## config.mk

```make
export PLATFORM = sky130hd
export DESIGN_NAME = conf_stream_loader
export DESIGN_NICKNAME = d
export VERILOG_FILES = /design/src/rtl/conf_stream_loader.sv
export SDC_FILE = /design/constraint.sdc
export NUM_CORES = 1
export LEC_CHECK = 0
export CAP_MARGIN = 20
export CELL_PAD_IN_SITES_DETAIL_PLACEMENT = 1
export CELL_PAD_IN_SITES_GLOBAL_PLACEMENT = 2
export CORE_MARGIN = 2
export CORE_UTILIZATION = 28
export DETAILED_ROUTE_END_ITERATION = 8
export PLACE_DENSITY_LB_ADDON = 0.1
export SLEW_MARGIN = 15
export SYNTH_ARGS = -nofsm -noshare
export SYNTH_HDL_FRONTEND = slang
export SYNTH_SLANG_ARGS = --single-unit
```

## constraint.sdc

```tcl
create_clock -name clk -period 2 [get_ports clk]
set_input_delay 0.2 -clock clk [delete_from_list [all_inputs] [get_ports clk]]
set_output_delay 0.2 -clock clk [all_outputs]
set_load 0.02 [all_outputs]
```

## src/rtl/conf_stream_loader.sv

```systemverilog
// Purpose: decodes a 32-bit header/payload stream into single-cycle config writes (addr, ROMULTIC bits, data).
// Latency: last payload beat accepted at edge M -> o_we high for the cycle after M; o_done follows the final write.
// Backpressure: o_ready drops during WRITE and DONE (one bubble per data word); an idle i_valid stalls PAYLOAD indefinitely.
module conf_stream_loader #(
    parameter int IN_W   = 32,
    parameter int ADR_W  = 8,
    parameter int ROM_W  = 8,
    parameter int DATA_W = 64
) (
    input  logic              clk,
    input  logic              rst_n,
    input  logic              i_valid,
    output logic              o_ready,
    input  logic [IN_W-1:0]   i_word,
    output logic              o_we,
    output logic [ROM_W-1:0]  o_romultic_bits,
    output logic [ADR_W-1:0]  o_glb_adr,
    output logic [DATA_W-1:0] o_data,
    output logic              o_busy,
    output logic              o_done,
    input  logic              i_abort
);

    localparam int BEATS = (DATA_W + IN_W - 1) / IN_W;
    localparam int ASM_W = BEATS * IN_W;
    localparam int BCW   = (BEATS > 1) ? $clog2(BEATS) : 1;
    localparam logic [BCW-1:0] LAST_BEAT = BCW'(BEATS - 1);

    typedef enum logic [1:0] {
        IDLE    = 2'd0,
        PAYLOAD = 2'd1,
        WRITE   = 2'd2,
        DONE    = 2'd3
    } state_t;

    state_t           state;
    logic             ready_r;
    logic [ADR_W-1:0] adr_cnt;
    logic [ROM_W-1:0] rom_q;
    logic [7:0]       cnt_q;
    logic [BCW-1:0]   beat_cnt;
    logic [ASM_W-1:0] asm_q;
    logic [ASM_W-1:0] full_w;
    logic             xfer;

    assign xfer = i_valid && ready_r;

    // Assembled word as it will look once the final beat currently on i_word lands in the top slot
    always_comb begin
        full_w = asm_q;
        full_w[(BEATS-1)*IN_W +: IN_W] = i_word;
    end

    // Burst sequencer: header decode, beat assembly, write strobe, completion pulse
    always_ff @(posedge clk) begin
        if (!rst_n) begin
            state           <= IDLE;
            ready_r         <= 1'b0;
            adr_cnt         <= '0;
            rom_q           <= '0;
            cnt_q           <= '0;
            beat_cnt        <= '0;
            asm_q           <= '0;
            o_glb_adr       <= '0;
            o_romultic_bits <= '0;
            o_data          <= '0;
        end else if (i_abort && (state != IDLE)) begin
            // Any beat presented this cycle was already accepted by ready_r and is simply dropped
            state    <= IDLE;
            ready_r  <= 1'b1;
            beat_cnt <= '0;
        end else begin
            case (state)
                IDLE: begin
                    ready_r <= 1'b1;
                    if (xfer) begin
                        adr_cnt  <= i_word[ADR_W-1:0];
                        rom_q    <= i_word[ADR_W+ROM_W-1:ADR_W];
                        cnt_q    <= i_word[31:24];
                        beat_cnt <= '0;
                        state    <= PAYLOAD;
                    end
                end
                PAYLOAD: begin
                    if (xfer) begin
                        for (int b = 0; b < BEATS; b++) begin
                            if (beat_cnt == BCW'(b)) begin
                                asm_q[b*IN_W +: IN_W] <= i_word;
                            end
                        end
                        if (beat_cnt == LAST_BEAT) begin
                            // Outputs only move on entry to WRITE so they stay put between strobes
                            o_data          <= full_w[DATA_W-1:0];
                            o_glb_adr       <= adr_cnt;
                            o_romultic_bits <= rom_q;
                            beat_cnt        <= '0;
                            ready_r         <= 1'b0;
                            state           <= WRITE;
                        end else begin
                            beat_cnt <= beat_cnt + 1'b1;
                        end
                    end
                end
                WRITE: begin
                    adr_cnt <= adr_cnt + 1'b1;
                    if (cnt_q == 8'd0) begin
                        state <= DONE;
                    end else begin
                        cnt_q   <= cnt_q - 1'b1;
                        ready_r <= 1'b1;
                        state   <= PAYLOAD;
                    end
                end
                DONE: begin
                    ready_r <= 1'b1;
                    state   <= IDLE;
                end
                default: begin
                    ready_r <= 1'b1;
                    state   <= IDLE;
                end
            endcase
        end
    end

    assign o_ready = ready_r;
    assign o_we    = (state == WRITE);
    assign o_done  = (state == DONE);
    assign o_busy  = (state != IDLE);

endmodule
```

==> metrics.txt, run 1 <==
outcome finished clean; maximum clock insertion buffer count 2; critical path class flip-flop to flip-flop; DR iter-0 viols 219; fmax 528.8 MHz; Layout Cells excl Fill 1,058; CP Max Fanout 23; number of global-route vias before repair 5,399; Distinct cells, synth 45; post-synthesis sequential area ratio 52.39%; Die ar. 0.02023 mm2; DR vias 5,126; RSZ-0062 raised after global routing no; Die Y 142.2 um; CP required 2.30 ns; core area 0.01871 mm2; most common flop cell mapped by yosys dfxtp_1; antenna violations before repair 0; syn avg cell area 7.754 um2; CP bufs+invs 2; wire per inst 16.87 um; max-cap check violation count 0; crit end category flip-flop; Placed Cells 1,026; final hold slack 0.3772 ns; Tcrit/Tclk final 94.55%; H-tree lvl count 4; Startpoint Class flip-flop; Antenna Nets Post-Route 0; max_slew headroom 56.10%; clock sink count 140; width of the chip 142.2 um; PwrDens 833.0 mW/mm2; DP Area 0.007005 mm2; largest net degree at the start of global routing 70; crit path max-delay cell type or4_2; Synth Register Bits 140; CTS Root Cell clkbuf_16; final hold viol count 0; Hold Path Class input port to flip-flop; clock buffer count from CTS 17; Post-CTS Setup Bufs 0; HPWL after detailed placement 12,470 um; Clock Skew 0.01150 ns; Util after Layout 40.52%; cell count after synthesis 690; GRT Residual Overflow 0; CP cell instances inv_1 > or4_2 > buf_4 > nand2_1 > a21oi_1; crit path time final 1.891 ns; Std-Cell Rows 50; maximum vdd drop 0.5663 mV; Largest stage delay, worst path 0.74 ns; top cell type's share of synthesized area 52.39%; Yosys top cell by area dfxtp_1; Starting Density 28.60%; post-synthesis cell area 0.005350 mm2; Worst Path Arrival 2.19 ns; fillers 2,213; Synth warnings 0; Port-buffer cells 119; global-route wire length before repair 28,600 um; final setup vio count 0; post-route setup slack 0.1090 ns; CTS tree built; worst-margin pin slew 0.6561 ns; GRT Util Overall 18.12%; Async SR Flop Fraction 0%; Nets 850; ranking of synthesized cells by area dfxtp_1 (52%), nand2_1 (18%), a21oi_1 (13%); layout cell share with drive strength beyond 1 9.223%; CP top delay family simple AND/OR/NAND/NOR gates; Reg clk slew, reported paths 0.06 ns; # DRC 0; LEAKAGE 2.550 nW; placer congestion estimate 0.8300; pre-CTS WS -0.06730 ns; Synth-to-Final Area Change 41.65%; vias per std cell 4.845; clk_lat worst skew 0.41 ns; n_diodes 0; # IOs 120; Design Area, Final 0.007579 mm2; Initial DRT Pass Iterations 4; EDFF count, synth 0; syn nets 729; total wire length 17,850 um; Slew Viols, Final 0
## path summary, 6_finish.rpt
check                           startpoint         end  slack, ns  depth (start not counted)
worst min register to register   asm_q[17]  o_data[17]       0.45                          2
worst max-delay path              beat_cnt  o_data[44]       0.11                          5
worst max register to register    beat_cnt  o_data[44]       0.11                          5
worst min-delay path            i_word[19]  o_data[51]       0.38                          3
## layout make-up
class / count / area [um2] / share of cell area [%]
Sequential cell: 140 / 2803 / 36.98
Timing Repair Buffer: 153 / 1530 / 20.19
Clock buffer: 18 / 429.2 / 5.663
Tap cell: 234 / 292.8 / 3.863
Clock inverter: 14 / 143.9 / 1.899
Multi-Input combinational cell: 492 / 2351 / 31.02
Inverter: 7 / 28.78 / 0.3797
## flip-flops by register name, indices dropped and copies added (netlist names)
signal           flops
adr_cnt              8
asm_q               32
beat_cnt             1
cnt_q                8
o_data              64
o_glb_adr            8
o_ready              1
o_romultic_bits      8
rom_q                8
state                2
## cell usage after synthesis (2+ instances only)
library cell  count
nor4_1            2
o211ai_1          2
a31oi_1           3
ha_1              3
nor2_1           11
nand3_1           6
nand2b_1          4
o22ai_1           2
nor3_1            6
dfxtp_1         140
or3_1             3
and2_1            7
o21ai_0          14
clkbuf_1         47
nor4bb_1          3
or4_1             4
buf_2             4
nand2_1         252
inv_1             7
o31ai_1           4
a21oi_1         140
and3_1            3
## cells in the final DEF, fill, tap and decap left out, types with 2 or more instances in the layout
cell             instances
a21oi_1                140
a31oi_1                  3
and2_1                   7
and3_1                   3
buf_12                   7
buf_4                   27
bufinv_16                2
clkbuf_16               17
clkdlybuf4s50_1        116
clkinv_2                 5
clkinv_4                 2
clkinvlp_4               2
dfxtp_1                140
dlygate4sd2_1            3
ha_1                     3
inv_1                    6
inv_6                    3
nand2_1                252
nand2b_1                 4
nand3_1                  6
nor2_1                  11
nor3_1                   6
nor4_4                   2
nor4bb_1                 2
o211ai_1                 2
o21ai_0                 14
o22ai_1                  2
o31ai_1                  4
or3_1                    3
or4_1                    2
or4_4                    2
## report_power, final
part,switching (W),internal [W]
Sequential,0.0000349,0.00282
Clock,0.00124,0.00184
Combinational,0.000205,0.000169
## stage by stage
stage          TNS, ns  total power (W)
4_1_cts              0         0.006413
2_1_floorplan        0         0.003077
5_1_grt              0         0.006593
6_report             0         0.006313
3_5_place_dp    -1.953         0.003300
3_3_place_gp    -1.073         0.003293
## routing by layer
metal / vias to the layer above / GRT usage [%] / share of wire [%]
met5: - / 0 / 0
met4: 0 / 4.842 / 1.5
met3: 17 / 4.240 / 3.7
met2: 91 / 31.48 / 49
met1: 2477 / 22.52 / 45
li1: 2541 / - / -
## logic make-up (layout without fill, tap and decap cells)
logic type | Yosys count | in the layout | share of synthesized area, %
compound gates | 178 | 178 | 17.94
fa+ha+maj | 3 | 3 | 0.7017
buf+inv | 58 | 192 | 4.163
flops | 140 | 140 | 52.39
mux | 1 | 1 | 0.1871
simple gates | 310 | 310 | 24.63
## timing repair
item                       in CTS  in global routing
pin swaps                       0                  1
gates resized for setup         3                  1
setup endpoints to repair       3                  3
hold buffers                    0                  0
## worst reg2reg max path: stages (launching register included)
cell and delay (ns):
dfxtp_1 0.44, inv_1 0.16, or4_2 0.74, buf_4 0.27, nand2_1 0.12, a21oi_1 0.06
No activity file was read; power rests on OpenSTA's default activity.
==> run 2, diff against run 1 <==
--- a/config.mk
+++ b/config.mk
@@ -5,6 +5,7 @@
 export SDC_FILE = /design/constraint.sdc
 export NUM_CORES = 1
 export LEC_CHECK = 0
+export ABC_CLOCK_PERIOD_IN_PS = 2000
 export CAP_MARGIN = 20
 export CELL_PAD_IN_SITES_DETAIL_PLACEMENT = 1
 export CELL_PAD_IN_SITES_GLOBAL_PLACEMENT = 2
@@ -12,6 +13,7 @@
 export CORE_UTILIZATION = 28
 export DETAILED_ROUTE_END_ITERATION = 8
 export PLACE_DENSITY_LB_ADDON = 0.1
+export RECOVER_POWER = 100
 export SLEW_MARGIN = 15
 export SYNTH_ARGS = -nofsm -noshare
 export SYNTH_HDL_FRONTEND = slang
==> run 2 against run 1 <==
Worst hold slack got worse by 0.0012 ns. Sequential cell count unchanged. Die area unchanged. Routed wire length about the same. Total power about the same. Sequential share of layout area increased by 0.23 points. Utilization decreased by 0.25 points. Critical endpoint is now o_data[57]. Largest cell class unchanged. Highest routed layer is now met5.
==> metrics.txt, run 2 (synthesis gave the netlist of run 1 again) <==
HPWL after detailed placement 12,470 um (unchanged); area of the multi-input gates 0.002347 mm2 (-0.16%); GRT busiest layer met2; maximum vdd drop 0.5673 mV (+0.18%); clk_lat worst skew 0.41 ns (about the same); clock sink count 140 (unchanged); Tcrit/Tclk final 94.72% (+0.16 points); grt met3 use 4.240% (unchanged); reg-to-reg setup timing slack 0.11 ns (about the same); Starting Density 28.60% (unchanged); CTS tree built; largest net degree at the start of global routing 70 (unchanged); max-cap check violation count 0 (unchanged); Post-CTS Setup Bufs 0 (unchanged); Worst Path Arrival 2.18 ns (about the same); DP Area 0.007005 mm2 (unchanged); Slew Viols, Final 0 (unchanged); crit end category flip-flop; GRT Util Overall 18.12% (unchanged); top flop regs o_data (64), asm_q (32); Antenna Nets Post-Route 0 (unchanged); Design Area, Final 0.007531 mm2 (-0.63%); layout cell share with drive strength beyond 1 8.617% (-0.61 points); total wire length 17,840 um (about the same); # IOs 120 (unchanged); critical path class flip-flop to flip-flop; CTS Root Cell clkbuf_16; crit path time final 1.894 ns (+0.003291 ns); Port-buffer cells 119 (unchanged); cts hold-fix bufs 0 (unchanged); final hold viol count 0 (unchanged); Die ar. 0.02023 mm2 (unchanged); Std-Cell Rows 50 (unchanged); worst-margin pin slew 0.6518 ns (-0.004341 ns); Die Y 142.2 um (unchanged); RSZ-0062 raised after global routing no; antenna violations before repair 1 (+1); CP required 2.28 ns (-0.02 ns); maximum clock insertion buffer count 2 (unchanged); DR vias 5,136 (+0.20%); commonest non-fill, non-tap cell in the layout nand2_1; fillers 2,220 (+0.32%); cell depth of the worst flop-to-flop path 5 (unchanged); placer congestion estimate 0.8300 (unchanged); global-route wire length before repair 28,600 um (unchanged); LEAKAGE 2.808 nW (+10%); DR iter-0 viols 250 (+14%); wire per inst 16.86 um (about the same); vias per std cell 4.854 (+0.20%); Clock Skew 0.009036 ns (-0.002462 ns); H-tree lvl count 4 (unchanged); Hold Path Class input port to flip-flop; Reg clk slew, reported paths 0.06 ns (about the same); width of the chip 142.2 um (unchanged); max FFs per register 64 (unchanged); Final TNS setup 0 ns (unchanged); Synth-to-Final Area Change 40.76%; clock buffer count from CTS 17 (unchanged); commonest non-fill, non-tap cells in the layout nand2_1 (252), a21oi_1 (140), dfxtp_1 (140), dlygate4sd3_1 (81), clkdlybuf4s50_1 (35); Nets 850 (unchanged); GRT met1 Usage 22.52% (unchanged); max_slew headroom 56.39% (+0.29 points); outcome finished clean; PnR Total Power 0.006314 W (about the same); CP Max Fanout 47 (+100%); met2 usage 31.48% (unchanged); fmax 527.9 MHz (-0.17%); Hold Crit Depth 3 (unchanged); core area 0.01871 mm2 (unchanged); Register Area 0.002803 mm2 (unchanged); pre-CTS WS -0.06730 ns (unchanged); Initial DRT Pass Iterations 4 (unchanged); Startpoint Class flip-flop; final hold slack 0.3760 ns (-0.001245 ns); final setup vio count 0 (unchanged); PwrDens 838.3 mW/mm2 (+0.64%); n_diodes 0 (unchanged); # DRC 0 (unchanged); GRT Residual Overflow 0 (unchanged); number of global-route vias before repair 5,399 (unchanged); post-route setup slack 0.1057 ns (-0.003291 ns); Reg with most FFs o_data
run 2: cell type report:
type / count / area share [%]
clock buffers: 18 / 5.699
multi-input cells: 492 / 31.17
flip-flops and latches: 140 / 37.22
inverters: 7 / 0.3821
clock inverters: 14 / 1.911
repair buffers: 153 / 19.74
well taps: 234 / 3.888
run 2: path summary, 6_finish.rpt:
kind	start	end
worst max-delay path	beat_cnt	o_data[57]
worst min-delay path	i_word[19]	o_data[51]
worst max register to register	beat_cnt	o_data[57]
worst min register to register	asm_q[17]	o_data[17]
run 2: critical path, cell delays in order, from the launching register on:
cell and delay (ns):
dfxtp_1 0.44, inv_1 0.15, or4_2 0.72, buf_6 0.25
nand2_1 0.12, a21oi_1 0.06
run 2: metal layers:
| metal | up-vias | wire length, um |
|---|---|---|
| met5 | - | 13 |
| met4 | 2 | 263 |
| met3 | 19 | 645 |
| met2 | 90 | 8802 |
| met1 | 2484 | 8117 |
| li1 | 2541 | - |
run 2: report_power, final:
| part | total [W] | switching [W] | internal [W] |
|---|---|---|---|
| sequential | 0.00286 | 0.0000347 | 0.00282 |
| combinational | 0.000366 | 0.000205 | 0.000161 |
| clock | 0.00309 | 0.00125 | 0.00184 |
| total | 0.00631 | 0.00149 | 0.00483 |
run 2: what timing repair did:
item,CTS,global route
gates resized for setup,3,1
endpoints found under the setup margin,3,3
pin swaps,0,1
run 2: metrics by stage:
stage,instances,utilization [%]
2_1_floorplan,690,-
3_5_place_dp,1026,37.45
6_report,1058,40.26
4_1_cts,1058,40.50
3_3_place_gp,1026,37.45
5_1_grt,1058,40.26
